File: src/rtl/lcd_pkg.sv
`default_nettype none
// ============================================================================
//  Module      : lcd_pkg
//  Description : Shared types and default timing for the LCD 4-bit writer.
//  Revision    : 1.0 - initial release
// ============================================================================
package lcd_pkg;

   // Width of the per-phase cycle counter
   localparam int CNT_W = 12;

   // Default phase lengths in clk cycles
   localparam int DEF_SETUP_CYC      = 2;
   localparam int DEF_ENABLE_CYC     = 12;
   localparam int DEF_HOLD_CYC       = 1;
   localparam int DEF_NIBBLE_GAP_CYC = 50;
   localparam int DEF_BYTE_WAIT_CYC  = 2000;

   typedef enum logic [3:0] {
      S_IDLE     = 4'd0,
      S_SETUP_HI = 4'd1,
      S_EN_HI    = 4'd2,
      S_HOLD_HI  = 4'd3,
      S_GAP      = 4'd4,
      S_SETUP_LO = 4'd5,
      S_EN_LO    = 4'd6,
      S_HOLD_LO  = 4'd7,
      S_WAIT     = 4'd8
   } state_t;

endpackage
`default_nettype wire

File: src/rtl/lcd_phase_timer.sv
`default_nettype none
// ============================================================================
//  Module      : lcd_phase_timer
//  Description : 12-bit phase counter with synchronous clear; flags the
//                cycle on which the count reaches the terminal value.
//  Revision    : 1.0 - initial release
// ============================================================================
module lcd_phase_timer
   import lcd_pkg::*;
(
   input  logic             clk,
   input  logic             reset,
   input  logic             clear,
   input  logic [CNT_W-1:0] terminal,
   output logic             last
);

   logic [CNT_W-1:0] count;

   // Count up each cycle; restart from zero whenever a phase begins
   always_ff @(posedge clk or posedge reset) begin
      if (reset)
         count <= '0;
      else if (clear)
         count <= '0;
      else
         count <= count + 1'b1;
   end

   assign last = (count == terminal);

endmodule
`default_nettype wire

File: src/rtl/lcd_byte_writer.sv
`default_nettype none
// ============================================================================
//  Module      : lcd_byte_writer
//  Description : Sends one command/data byte (or a single upper nibble) over
//                the character LCD 4-bit bus with setup/enable/hold timing
//                and a post-byte execution wait.
//  Revision    : 1.0 - initial release
// ============================================================================
module lcd_byte_writer
   import lcd_pkg::*;
#(
   parameter int SETUP_CYC      = DEF_SETUP_CYC,
   parameter int ENABLE_CYC     = DEF_ENABLE_CYC,
   parameter int HOLD_CYC       = DEF_HOLD_CYC,
   parameter int NIBBLE_GAP_CYC = DEF_NIBBLE_GAP_CYC,
   parameter int BYTE_WAIT_CYC  = DEF_BYTE_WAIT_CYC
) (
   input  logic       clk,
   input  logic       reset,
   input  logic       in_valid,
   output logic       in_ready,
   input  logic [7:0] in_data,
   input  logic       in_rs,
   input  logic       in_nibble,
   output logic [3:0] lcd_d,
   output logic       lcd_e,
   output logic       lcd_rs,
   output logic       lcd_rw,
   output logic       busy,
   output logic       done
);

   // Terminal counts: a phase of N cycles ends when the counter shows N-1
   localparam logic [CNT_W-1:0] SETUP_T  = CNT_W'(SETUP_CYC - 1);
   localparam logic [CNT_W-1:0] ENABLE_T = CNT_W'(ENABLE_CYC - 1);
   localparam logic [CNT_W-1:0] HOLD_T   = CNT_W'(HOLD_CYC - 1);
   localparam logic [CNT_W-1:0] GAP_T    = CNT_W'(NIBBLE_GAP_CYC - 1);
   localparam logic [CNT_W-1:0] WAIT_T   = CNT_W'(BYTE_WAIT_CYC - 1);

   state_t           state;
   logic [3:0]       lo_nibble;
   logic             nibble_only;
   logic [CNT_W-1:0] terminal;
   logic             last;
   logic             timer_clear;

   // Select the length of the phase currently in progress
   always_comb begin
      terminal = '0;
      case (state)
         S_SETUP_HI, S_SETUP_LO: terminal = SETUP_T;
         S_EN_HI,    S_EN_LO:    terminal = ENABLE_T;
         S_HOLD_HI,  S_HOLD_LO:  terminal = HOLD_T;
         S_GAP:                  terminal = GAP_T;
         S_WAIT:                 terminal = WAIT_T;
         default:                terminal = '0;
      endcase
   end

   // Holding the counter at zero in IDLE makes every phase start at count 0
   assign timer_clear = (state == S_IDLE) || last;

   lcd_phase_timer u_timer (
      .clk      (clk),
      .reset    (reset),
      .clear    (timer_clear),
      .terminal (terminal),
      .last     (last)
   );

   assign in_ready = (state == S_IDLE);
   assign busy     = (state != S_IDLE);
   assign lcd_rw   = 1'b0;

   // Sequencer: pin values are registered alongside each state transition
   always_ff @(posedge clk or posedge reset) begin
      if (reset) begin
         state       <= S_IDLE;
         lcd_d       <= 4'h0;
         lcd_e       <= 1'b0;
         lcd_rs      <= 1'b0;
         done        <= 1'b0;
         lo_nibble   <= 4'h0;
         nibble_only <= 1'b0;
      end else begin
         done <= 1'b0;
         case (state)
            S_IDLE: begin
               if (in_valid) begin
                  lo_nibble   <= in_data[3:0];
                  nibble_only <= in_nibble;
                  lcd_rs      <= in_rs;
                  lcd_d       <= in_data[7:4];
                  state       <= S_SETUP_HI;
               end
            end
            S_SETUP_HI: if (last) begin
               lcd_e <= 1'b1;
               state <= S_EN_HI;
            end
            S_EN_HI: if (last) begin
               lcd_e <= 1'b0;
               state <= S_HOLD_HI;
            end
            S_HOLD_HI: if (last) begin
               state <= nibble_only ? S_WAIT : S_GAP;
            end
            S_GAP: if (last) begin
               lcd_d <= lo_nibble;
               state <= S_SETUP_LO;
            end
            S_SETUP_LO: if (last) begin
               lcd_e <= 1'b1;
               state <= S_EN_LO;
            end
            S_EN_LO: if (last) begin
               lcd_e <= 1'b0;
               state <= S_HOLD_LO;
            end
            S_HOLD_LO: if (last) begin
               state <= S_WAIT;
            end
            S_WAIT: if (last) begin
               done  <= 1'b1;
               state <= S_IDLE;
            end
            default: state <= S_IDLE;
         endcase
      end
   end

endmodule
`default_nettype wire

File: config.mk
export PLATFORM = sky130hd
export DESIGN_NAME = lcd_byte_writer
export DESIGN_NICKNAME = d
export VERILOG_FILES = /design/src/rtl/lcd_pkg.sv /design/src/rtl/lcd_phase_timer.sv /design/src/rtl/lcd_byte_writer.sv
export SDC_FILE = /design/constraint.sdc
export NUM_CORES = 1
export LEC_CHECK = 0
export BUFFER_PORTS_ARGS = -buffer_cell sky130_fd_sc_hd__clkbuf_2
export CAP_MARGIN = 30
export CORE_MARGIN = 1.5
export CORE_UTILIZATION = 50
export CTS_CLUSTER_DIAMETER = 80
export DETAILED_ROUTE_END_ITERATION = 10
export MAX_ROUTING_LAYER = met4
export PLACE_DENSITY = 0.71
export SETUP_SLACK_MARGIN = 0.4
export SYNTH_ARGS = -nofsm -noshare
export SYNTH_HDL_FRONTEND = slang
export SYNTH_SLANG_ARGS = --single-unit
File: constraint.sdc
create_clock -name clk -period 4.6 [get_ports clk]
set_clock_uncertainty 0.05 [all_clocks]
set_input_delay 0.23 -clock clk [delete_from_list [all_inputs] [get_ports clk]]
set_output_delay 0.23 -clock clk [all_outputs]
set_load 0.02 [all_outputs]
==> impl_metrics.py <==
metrics = {
    "timing": {
        "whs_ns": 0.05618,
        "slew_viol_final": 0,
        "slew_headroom": 0.4441,
        "fin_setup_tns_ns": 0,
        "worst_pin_slew_ns": 0.8283,
        "fmax_ghz": 0.3750,
        "fin_crit_sh": 0.5797,
        "grt_setup_unrepaired": "no",
        "hold_viol_final": 0,
        "post-route-min-period_ns": 2.666,
        "setup_violations": 0,
        "worst_slack_ns": 1.934,
    },
    "power": {
        "leakage_nw": 0.8637,
        "peakVddDrop_mv": 0.2543,
        "power_mw": 1.156,
        "power_density_nw_per_um2": 643.4,
    },
    "layout": {
        "area_delta_synth_final_pct": 12.63,
        "num_antenna_cells": 0,
        "fillerInstances": 264,
        "fin_cells": 215,
        "final_area_um2": 1797,
        "final_layout_size_suffix_gt1_frac": 0.2807,
        "utilization": 0.5885,
        "nNetsFinal": 191,
    },
    "die": {
        "die_h_um": 59.49,
        "io_pins": 23,
        "die_w_um": 59.49,
        "die_area_um2": 3538,
        "start_util": 0.5225,
        "coreArea_um2": 3053,
        "rows": 20,
    },
    "cts": {
        "clk_latency_ns": 0.33,
        "cts_setup_buffers": 0,
        "cts.path.max_buffers": 2,
        "htree_levels": 1,
        "cts_tree": "done",
        "cts_resized": 0,
        "clk_pin_slew_worst_paths_ns": 0.16,
        "cts_made_buffers": 3,
        "ctsRootBufferMaster": "clkbuf_4",
        "cts.sinks": 28,
        "cts_hold_buf": 1,
    },
    "drt": {
        "first_pass_iters": 4,
        "viasPerCell": 5.251,
        "drtIter0Drc": 35,
        "routed_wl_mm": 2.921,
        "postRouteAntennaNets": 0,
        "drc": 0,
        "wire_per_inst_um": 13.59,
        "via_count": 1129,
    },
    "placed_design": {
        "dp.cells": 210,
        "portBuffers": 21,
        "routabilityCongestion": 0.8272,
        "postPlaceCellArea_um2": 1734,
        "place_ws_ns": 1.974,
        "place_hpwl_mm": 2.331,
    },
    "synth": {
        "syn-num-nets": 168,
        "yosysWarnings": 0,
        "async_flop_share": 1.000,
        "synth_area_leaders": "dfrtp_1, mux2_2, ha_1",
        "synth_cells": 149,
        "synth_edf_count": 0,
        "synth_top_area_cell": "dfrtp_1",
        "synthTopCellsByCount": "dfrtp_1, nor2_1, mux2_2, inv_1, xor2_1",
        "yosysMostFrequentCell": "dfrtp_1",
        "synth_flop_cell": "dfrtp_1",
        "synth.top_cell.area_share": 0.4392,
        "yosysUniqueCellTypes": 41,
        "syn-cell-area_um2": 1595,
        "synth_seq_cells": 28,
        "yosysSeqAreaShare": 0.4392,
        "synth.avg_cell_area_um2": 10.71,
    },
    "setup_path": {
        "worstSetupStartpointType": "flip-flop",
        "reg2reg_slack_ns": 1.93,
        "r2r-end": "u_timer.count[11]",
        "worstPathMaxFanout": 12,
        "critPathArrivalTime_ns": 2.81,
        "worstSetupPathType": "reg2reg",
        "path_buf_inv": 1,
        "path_depth": 7,
        "crit_chain": "inv_1 > ha_1 > and3b_1 > nor4_2 > o32ai_4 > o21ai_1 > nor2_1",
        "worstPathRequired_ns": 4.74,
        "critPathLaunch": "state[0]",
        "worstSetupEndpoint": "u_timer.count[11]",
        "crit_family": "compound AO/OA/AOI/OAI gates",
        "cp_slowest_cell": "o21ai_1",
        "crit_path_end_kind": "flip-flop",
        "rr_worst_depth": 7,
        "cpPeakStageDelay_ns": 0.70,
        "timing.rr.start": "state[0]",
    },
    "global_route": {
        "grt_pass1_wl_mm": 4.940,
        "grt_pass1_vias": 1102,
        "grt_usage": 0.1924,
        "grt_max_degree": 17,
        "antenna_found_initial": 0,
        "gr-total-overflow": 0,
    },
    "run_status": {
        "outcome": "completed",
    },
    "hold_path": {
        "min-delay-path-class": "in2reg",
    },
    "flow_run": {
        "maxCapViolations": 0,
    },
}
-- placed cells by master (no fill, tap or decap), types with 4 or more instances in the layout --
cell type	instances
nand3_1	4
inv_1	11
clkbuf_2	21
nor2_1	20
ha_1	6
mux2_2	13
xor2_1	7
nand4_1	4
nand2_1	5
mux2i_1	4
o21ai_0	4
dfrtp_1	28
-- area by class of cell --
cell class,instances,area [um2],area share
timing repair buffer,23,130.1,0.07242
clock buffer,3,22.52,0.01253
sequential,28,700.7,0.3900
inverter,11,41.29,0.02298
clock inverter,1,30.03,0.01671
multi-input combinational,105,817.0,0.4547
tap,44,55.05,0.03064
-- layer usage --
layer  up-vias  track usage  share of wire
met5         -            -              0
met4         0      0.06818          0.012
met3         4      0.02620          0.018
met2        11       0.3187           0.54
met1       549       0.2393           0.43
li1        565            -              -
-- worst register-to-register path: stages (launching register included) --
cell and delay [ns]:
dfrtp_1 0.49, inv_1 0.09, ha_1 0.28, and3b_1 0.26
nor4_2 0.34, o32ai_4 0.20, o21ai_1 0.70, nor2_1 0.12
-- cells by family (layout without fill, tap and decap cells) --
group | count (synthesis) | in the layout | share of synthesized area
DFF | 28 | 28 | 0.4392
AOI/OAI and AO/OA | 17 | 17 | 0.08941
other | 1 | 1 | 0.002351
buffers and inverters | 16 | 38 | 0.04862
and+or+nand+nor | 53 | 53 | 0.1922
adders and majority gates | 6 | 6 | 0.04706
muxes | 18 | 18 | 0.1263
xor gates and xnor gates | 10 | 10 | 0.05491
-- where the power goes --
group          internal, mW  switching (mW)  leakage, nW  total (mW)
registers             0.328          0.0747        0.358       0.403
clock network        0.0880          0.0730       0.0279       0.161
logic                 0.260           0.332        0.477       0.592
-- sequential cells by signal, indices dropped and copies added, names as in the netlist --
name and cells:
lcd_e 1, state 4, u_timer.count 12, lo_nibble 4, nibble_only 1, lcd_rs 1, lcd_d 4, done 1
-- how the worst min path moves through the flow --
stage                    from                to  cells after the start
detailed placement      reset  u_timer.count[9]                      2
floorplan               reset              done                      1
global route        in_nibble       nibble_only                      3
CTS                 in_nibble       nibble_only                      3
global placement    in_nibble       nibble_only                      3
finish              in_nibble       nibble_only                      3
Note: power is estimated with default switching activity, not from simulation.
